File: config.mk
export PLATFORM = sky130hd
export DESIGN_NAME = md_issue_queue
export DESIGN_NICKNAME = d
export VERILOG_FILES = /design/src/rtl/md_issue_queue_pkg.sv /design/src/rtl/md_issue_queue_fifo.sv /design/src/rtl/md_issue_queue.sv
export SDC_FILE = /design/constraint.sdc
export NUM_CORES = 1
export LEC_CHECK = 0
export ABC_AREA = 1
export CAP_MARGIN = 25
export CORE_MARGIN = 1.5
export CORE_UTILIZATION = 55
export CTS_CLUSTER_SIZE = 28
export DETAILED_ROUTE_END_ITERATION = 8
export PLACE_DENSITY = 0.79
export SKIP_LAST_GASP = 1
export SLEW_MARGIN = 40
export SYNTH_ARGS = -nofsm -noshare
export SYNTH_HDL_FRONTEND = slang
export SYNTH_SLANG_ARGS = --single-unit
File: constraint.sdc
create_clock -name clk -period 5.3 [get_ports clk]
set_input_delay 1.06 -clock clk [delete_from_list [all_inputs] [get_ports clk]]
set_output_delay 1.06 -clock clk [all_outputs]
set_load 0.01 [all_outputs]
File: src/rtl/md_issue_queue_pkg.sv
// Shared definitions for the multiply/divide issue queue: op codes, FSM states, queue entry.
// The op codes match the ones decoded by the multiply/divide unit.
package md_issue_queue_pkg;

  localparam int unsigned OP_W   = 4;
  localparam int unsigned DATA_W = 32;

  localparam logic [OP_W-1:0] MD_NOP   = 4'h0;
  localparam logic [OP_W-1:0] MD_MULT  = 4'h1;
  localparam logic [OP_W-1:0] MD_MULTU = 4'h2;
  localparam logic [OP_W-1:0] MD_DIV   = 4'h3;
  localparam logic [OP_W-1:0] MD_DIVU  = 4'h4;
  localparam logic [OP_W-1:0] MD_MTHI  = 4'h5;
  localparam logic [OP_W-1:0] MD_MTLO  = 4'h6;
  localparam logic [OP_W-1:0] MD_MFHI  = 4'h7;
  localparam logic [OP_W-1:0] MD_MFLO  = 4'h8;

  typedef enum logic [1:0] {
    IDLE  = 2'd0,
    ISSUE = 2'd1,
    WAIT  = 2'd2
  } md_state_t;

  typedef struct packed {
    logic [OP_W-1:0]   op;
    logic [DATA_W-1:0] a;
    logic [DATA_W-1:0] b;
  } md_entry_t;

  // True for ops that occupy the unit; everything else commits in its issue cycle.
  function automatic logic op_starts_unit(input logic [OP_W-1:0] op);
    return (op == MD_MULT) || (op == MD_MULTU) || (op == MD_DIV) || (op == MD_DIVU);
  endfunction

endpackage

File: src/rtl/md_issue_queue_fifo.sv
// md_fifo: request storage for the issue queue with wrapping pointers and an occupancy count.
// flush and reset both empty the queue on the next edge; a push in a flush cycle is dropped.
module md_fifo
  import md_issue_queue_pkg::*;
#(
  parameter  int unsigned DEPTH = 4,
  localparam int unsigned PTR_W = $clog2(DEPTH),
  localparam int unsigned CNT_W = $clog2(DEPTH) + 1
) (
  input  logic             clk,
  input  logic             reset,
  input  logic             push,
  input  logic             pop,
  input  logic             flush,
  input  md_entry_t        wr_data,
  output md_entry_t        rd_data,
  output logic [CNT_W-1:0] count,
  output logic             full,
  output logic             empty
);

  md_entry_t        mem [DEPTH];
  logic [PTR_W-1:0] wr_ptr;
  logic [PTR_W-1:0] rd_ptr;
  logic             do_push;
  logic             do_pop;

  assign full    = (count == CNT_W'(DEPTH));
  assign empty   = (count == '0);
  assign do_pop  = pop && !empty && !flush;
  assign do_push = push && (!full || do_pop) && !flush;
  assign rd_data = mem[rd_ptr];

  // Power-of-two depth lets the pointers wrap naturally.
  always_ff @(posedge clk) begin
    if (!reset || flush) begin
      wr_ptr <= '0;
      rd_ptr <= '0;
      count  <= '0;
    end else begin
      if (do_push) wr_ptr <= wr_ptr + PTR_W'(1);
      if (do_pop)  rd_ptr <= rd_ptr + PTR_W'(1);
      count <= count + CNT_W'(do_push) - CNT_W'(do_pop);
    end
  end

  always_ff @(posedge clk) begin
    if (do_push) mem[wr_ptr] <= wr_data;
  end

endmodule

File: src/rtl/md_issue_queue.sv
// md_issue_queue: queues mult/div/mthi/mtlo requests from E-stage and issues them in order.
// Optional macro MD_QUEUE_BYPASS_EN issues into an idle, empty queue in the same cycle.
module md_issue_queue
  import md_issue_queue_pkg::*;
#(
  parameter  int unsigned DEPTH = 4,
  localparam int unsigned CNT_W = $clog2(DEPTH) + 1
) (
  input  logic              clk,
  input  logic              reset,
  input  logic              req_valid,
  output logic              req_ready,
  input  logic [OP_W-1:0]   req_op,
  input  logic [DATA_W-1:0] req_a,
  input  logic [DATA_W-1:0] req_b,
  output logic              md_start,
  output logic [OP_W-1:0]   md_op,
  output logic [DATA_W-1:0] md_a,
  output logic [DATA_W-1:0] md_b,
  input  logic              md_busy,
  input  logic              flush,
  output logic              hilo_stall,
  output logic [CNT_W-1:0]  count
);

  md_state_t state;
  md_entry_t req_entry;
  md_entry_t head;
  md_entry_t issue_entry;
  logic      full;
  logic      empty;
  logic      push;
  logic      pop;
  logic      bypass;
  logic      issue;
  logic      pending;

  assign req_entry = '{op: req_op, a: req_a, b: req_b};
  assign req_ready = !full;

`ifdef MD_QUEUE_BYPASS_EN
  assign bypass = (state == IDLE) && empty && !md_busy && req_valid && !flush;
`else
  assign bypass = 1'b0;
`endif

  assign push        = req_valid && req_ready && !bypass && !flush;
  assign pop         = (state == ISSUE) && !empty && !md_busy && !flush;
  assign issue       = pop || bypass;
  assign issue_entry = bypass ? req_entry : head;

  // Queue holds something after this edge (flush empties it regardless).
  assign pending = !flush && (push || (count > CNT_W'(pop)));

  md_fifo #(.DEPTH(DEPTH)) u_fifo (
    .clk     (clk),
    .reset   (reset),
    .push    (push),
    .pop     (pop),
    .flush   (flush),
    .wr_data (req_entry),
    .rd_data (head),
    .count   (count),
    .full    (full),
    .empty   (empty)
  );

  // Unit interface is quiet (NOP, zero operands) outside an issue cycle.
  always_comb begin
    md_start = 1'b0;
    md_op    = MD_NOP;
    md_a     = '0;
    md_b     = '0;
    if (issue) begin
      md_start = op_starts_unit(issue_entry.op);
      md_op    = issue_entry.op;
      md_a     = issue_entry.a;
      md_b     = issue_entry.b;
    end
  end

  always_ff @(posedge clk) begin
    if (!reset) begin
      state <= IDLE;
    end else if (issue && md_start) begin
      state <= WAIT;
    end else begin
      unique case (state)
        IDLE, ISSUE: state <= pending ? ISSUE : IDLE;
        WAIT:        if (!md_busy) state <= pending ? ISSUE : IDLE;
        default:     state <= IDLE;
      endcase
    end
  end

  assign hilo_stall = (count != '0) || md_busy || (state == ISSUE) || (state == WAIT);

endmodule

After elaboration in Yosys (flattened, before gate mapping)
Memories as Yosys holds them, arrays and structs flattened. A register that Yosys moved wholly into a read port is not among the register bits.
Index checks and enable logic that the tools add are counted.
Widths: inputs -> output; s select.
- bits in registers: 9
- RAM bits: 272
- input port bits: 73
- output and inout bits: 74
- word-level logic and storage cells: 63
- memories: 1
- $add $sub $neg: 4
- order comparisons: 1
- equal/unequal tests: 9
- muxes and demuxes: 12
- bitwise operators: 1
- reductions and logical operators: 30
- memories (memory ; depth ; bits a word ; read ports ; clocked after memory_dff ; write ports ; RTL line ; source):
    u_fifo.mem ; 4 ; 68 ; 1 ; 1 ; 1 ; md_issue_queue_fifo.sv:22 ; md_entry_t mem [DEPTH];
- operators by type and width (operator ; number):
    $mux 32 ; 2
    $logic_and 1x1->1 ; 11
    $logic_or 1x1->1 ; 9
    $eq 4x2->1 const B ; 2
    $mux 2 ; 4
    $logic_not 1->1 ; 5
    $add 2x1->2 const B ; 2
    $eq 4x1->1 const B ; 1
    $eq 4x3->1 const B ; 1
    $mux 1 ; 4
    $mux 4 ; 1
    $pmux 2 s2 ; 1
    $reduce_or 2->1 ; 2
    $add 3x1->3 ; 1
    $eq 3x3->1 const B ; 1
    $gt 3x1->1 ; 1
    $logic_not 3->1 ; 1
    $ne 3x3->1 const B ; 1
    $reduce_bool 3->1 ; 1
    $sub 3x1->3 ; 1
    $eq 2x1->1 const B ; 1
    $eq 2x2->1 const B ; 1
    $logic_not 2->1 ; 1
    $ne 2x2->1 const B ; 1
    $not 1->1 ; 1

Depth between registers and ports, before layout
- depth in word-level cells: 12
- depth in mapped cells: 12
- depth with buffers taken out: 12

Cells and area by module
From an unflattened synthesis, not the netlist that was laid out.
- cells, all modules: 907
- area, all modules: 11429.7 um^2
- by module, submodules not included (module ; instances ; cells an instance ; area an instance (um^2) ; sequential area each (um^2)):
    md_fifo ; 1 ; 727 ; 10560.1 ; 8348.0
    md_issue_queue ; 1 ; 180 ; 869.6 ; 40.0

Worst setup path before layout
Ideal clock, no wire load.
- path kind: input-to-reg
- start point: input req_valid
- end point: memory u_fifo.mem[0][0] (netlist name), enable pin
- setup time: 495 ps
- data arrival time: 4182 ps
- data required time: 4805 ps
- setup slack: 623 ps
- stages on the path: 3
- path buffers: 0
- path through: and2_1 -> nand2_1 -> nor2_1
- word-level cells in the longest chain between the ends: 6
- RTL lines (item ; RTL line ; source):
    start, declared ; md_issue_queue.sv:11 ; input logic req_valid,
    $logic_and 1x1->1 (2 in series) ; md_issue_queue.sv:47 ; assign push = req_valid && req_ready && !bypass && !flush;
    $logic_and 1x1->1 (2 in series) ; md_issue_queue_fifo.sv:31 ; assign do_push = push && (!full || do_pop) && !flush;
    $mux 1 ; md_issue_queue_fifo.sv:48 ; if (do_push) mem[wr_ptr] <= wr_data;
    $mux 1 (implied by the code) ; md_issue_queue_fifo.sv:48 ;
    end, declared ; md_issue_queue_fifo.sv:22 ;
Every way passes these cells.

==> run metrics <==
total global-route track usage=0.219; TritonCTS clock tree=built; final routed wire length divided by cell count=17.7 um; count of port buffers added during placement=146; share of power burned in combinational logic=0.035; number of vias per cell=5.46; number of violations of the max-capacitance limit=0; Switch Pwr=0.859 mW; antenna violations before repair=1; setup repair bufs after CTS=0; Final GP Congestion=0.747; clock tree sinks=283; first-pass GRT wire length=36900 um; Final Instance Area=0.0137 mm2; final routed wirelength across all metal layers=23500 um; crit path kind=flip-flop to output port; Hold Crit Class=flip-flop to flip-flop; total CTS buffers=27; Post-DRT Antenna Nets=0; clock slew seen by the registers of the worst setup and hold paths=0.06 ns; data required time of the worst path=4.24 ns; Seq/Total Area, Yosys=0.752; post-route worst setup slack=0.920 ns; tightest slew margin relative to the limit=0.495; static leakage power=4.70 nW; post-synth net total=981; peak ir drop on the vdd network=0.000249 V; number of I/O pins=147; worst hold start=u_fifo.rd_ptr[1]; instance area at placement=0.0129 mm2; Peak Freq=0.228 GHz; clock network fraction of design power=0.398; Critical R2R Launch=u_fifo.count[1]; number of cell rows=51; Initial Utilization=0.567; buffer depth of the longest clock path=3; cts hold-fix bufs=0; final clock period utilization by the worst path=0.826; net count of the finished layout=1122; Die X-Extent=145 um; worst setup path endpoint=md_b[19]; flops & latches, synth=283; Total Die Area=0.0211 mm2; maximum number of pins on one net before global-route repair=82; setup repair after global routing missed its margin=false; number of vias after detailed routing=7245; post-layout minimum cycle time=4.38 ns; pre-CTS setup slack=1.12 ns; fraction of power spent switching nets=0.195; Resized Gates After CTS=0; arrival time at the worst endpoint=3.32 ns; DIE HEIGHT=145 um; Remaining DRCs=0; Congestion Overflow GR=0; Power Dens Cells=321 mW/mm2; count of unique library cells instantiated by Yosys=24; setup TNS=0 ns; synthesized cell area=0.0112 mm2; mean instance size in the synthesized netlist=12.4 um2; final HPWL from detailed placement=13300 um; slack of the worst reg-to-reg path=2.71 ns; drt first pass iters=4; worst reg2reg path endpoint=u_fifo.count[2]; Synth Instances=898; biggest fanout along the worst timing path=58; clock insertion delay at the later pin of the skew report=0.53 ns; Internal Power=3.54 mW; setup violation total in the final timing report=0; Worst-Margin Slew=0.758 ns; Layout Area Growth over Synthesis=23.0%; Worst Clk Skew=0.0136 ns; post-layout utilization of the core=0.698; number of endpoints with negative hold slack in the final report=0; Core Box Area=0.0197 mm2; run status=complete, no violations; number of levels in the clock H-tree=1; via count of the first global-routing pass=7108; Root Buffer Master=sky130_fd_sc_hd__clkbuf_16; crit end category=output port; fraction of layout cells with a size suffix above 1=0.0604; sequential group share of total power=0.567; Max Transition Viols Final=0; Synthesis Warnings=0; category of the worst setup path launch point=flip-flop; Starting DRT DRC Count=747; Worst Reg2Reg Path Length in Cells=12
state kept, by name (all words and copies together) (netlist names), named ones only:
| signal | cells |
|---|---|
| u_fifo.count | 3 |
| u_fifo.wr_ptr | 2 |
| u_fifo.mem | 272 |
| u_fifo.rd_ptr | 2 |
| state | 2 |
area by class of cell:
type                            count  area, um2
Clock inverter                     18        114
Timing Repair Buffer              162       1630
Antenna cell                        1       2.50
Sequential cell                   283       8390
Multi-Input combinational cell    535       2430
Clock buffer                       32        694
Inverter                           30        116
Tap cell                          265        332
Fill cell                        1408       5940
stage by stage:
step,cells,hold slack (ns),power (mW)
after detailed placement,1275,0.432,2.70
after global placement,1274,0.422,2.69
after CTS,1325,0.441,4.43
after floorplan,898,0.412,2.60
final,1326,0.438,4.40
after global routing,1325,0.460,4.54
power by group through the flow:
stage,clock network [mW],registers (mW),logic [mW]
2_1_floorplan,0,2.55,0.0475
3_5_place_dp,0,2.55,0.152
5_1_grt,1.87,2.50,0.168
6_report,1.75,2.50,0.153
4_1_cts,1.78,2.50,0.153
3_3_place_gp,0,2.54,0.145
cells by family (layout without fill, tap and decap cells):
group | Yosys count | in the layout | share of synthesized area
compound gates | 205 | 205 | 0.0923
flops | 283 | 283 | 0.752
fa+ha+maj | 10 | 10 | 0.0119
xor+xnor | 1 | 1 | 0.000786
other cells | 0 | 1 | 0
buf+inv | 80 | 242 | 0.0328
simple gates | 319 | 319 | 0.110
cell usage after synthesis:
cell                         n  share of area
sky130_fd_sc_hd__nor2_1    273          0.092
sky130_fd_sc_hd__edfxtp_1  272           0.73
sky130_fd_sc_hd__o21ai_0   134          0.060
sky130_fd_sc_hd__a21oi_1    70          0.031
sky130_fd_sc_hd__nand2_1    31          0.010
sky130_fd_sc_hd__inv_1      27         0.0091
sky130_fd_sc_hd__buf_2      25          0.011
sky130_fd_sc_hd__clkbuf_1   16         0.0054
sky130_fd_sc_hd__dfxtp_1    11          0.020
sky130_fd_sc_hd__nand3_1    10         0.0045
sky130_fd_sc_hd__ha_1        9          0.010
sky130_fd_sc_hd__buf_4       5         0.0034
sky130_fd_sc_hd__buf_1       2        0.00067
sky130_fd_sc_hd__buf_6       2         0.0020
sky130_fd_sc_hd__inv_2       2        0.00067
sky130_fd_sc_hd__and2_1      1        0.00056
sky130_fd_sc_hd__clkinv_1    1        0.00034
sky130_fd_sc_hd__fa_1        1         0.0018
sky130_fd_sc_hd__nand2_2     1        0.00056
sky130_fd_sc_hd__nand3_2     1        0.00090
sky130_fd_sc_hd__nand3b_1    1        0.00067
sky130_fd_sc_hd__nor3_1      1        0.00045
sky130_fd_sc_hd__o21ai_2     1        0.00079
sky130_fd_sc_hd__xnor2_1     1        0.00079
worst min-delay path by stage:
stage	endpoint	slack (ns)	cells after the start
after global placement	flip-flop	0.42	1
final	flip-flop	0.44	1
after global routing	flip-flop	0.46	1
after floorplan	flip-flop	0.41	1
after CTS	flip-flop	0.44	1
after detailed placement	flip-flop	0.43	1
cells in the final DEF (no fill, tap or decap), types with 10 or more instances in the layout:
cell type	netlist	routed
sky130_fd_sc_hd__nor2_1	273	269
sky130_fd_sc_hd__o21ai_0	134	134
sky130_fd_sc_hd__clkinv_1	1	10
sky130_fd_sc_hd__edfxtp_1	272	272
sky130_fd_sc_hd__nand3_1	10	10
sky130_fd_sc_hd__clkdlybuf4s50_1	0	146
sky130_fd_sc_hd__clkbuf_16	0	27
sky130_fd_sc_hd__inv_1	27	26
sky130_fd_sc_hd__buf_4	5	11
sky130_fd_sc_hd__nand2_1	31	31
sky130_fd_sc_hd__a21oi_1	70	70
per-layer routing:
| layer | GRT usage | up-vias | wire length (um) |
|---|---|---|---|
| met3 | 0.0404 | 37 | 1660 |
| li1 | - | 3438 | - |
| met4 | 0.0546 | 0 | 455 |
| met2 | 0.376 | 262 | 11600 |
| met5 | 0 | - | 0 |
| met1 | 0.290 | 3508 | 9770 |
critical path, cell delays in order, from the launching register on:
cell	delay (ns)
sky130_fd_sc_hd__dfxtp_4	0.77
sky130_fd_sc_hd__clkinv_2	0.54
sky130_fd_sc_hd__buf_4	0.46
sky130_fd_sc_hd__o21ai_0	0.37
sky130_fd_sc_hd__a21oi_1	0.13
sky130_fd_sc_hd__clkdlybuf4s50_1	0.49
(Power assumes the default switching activity.)
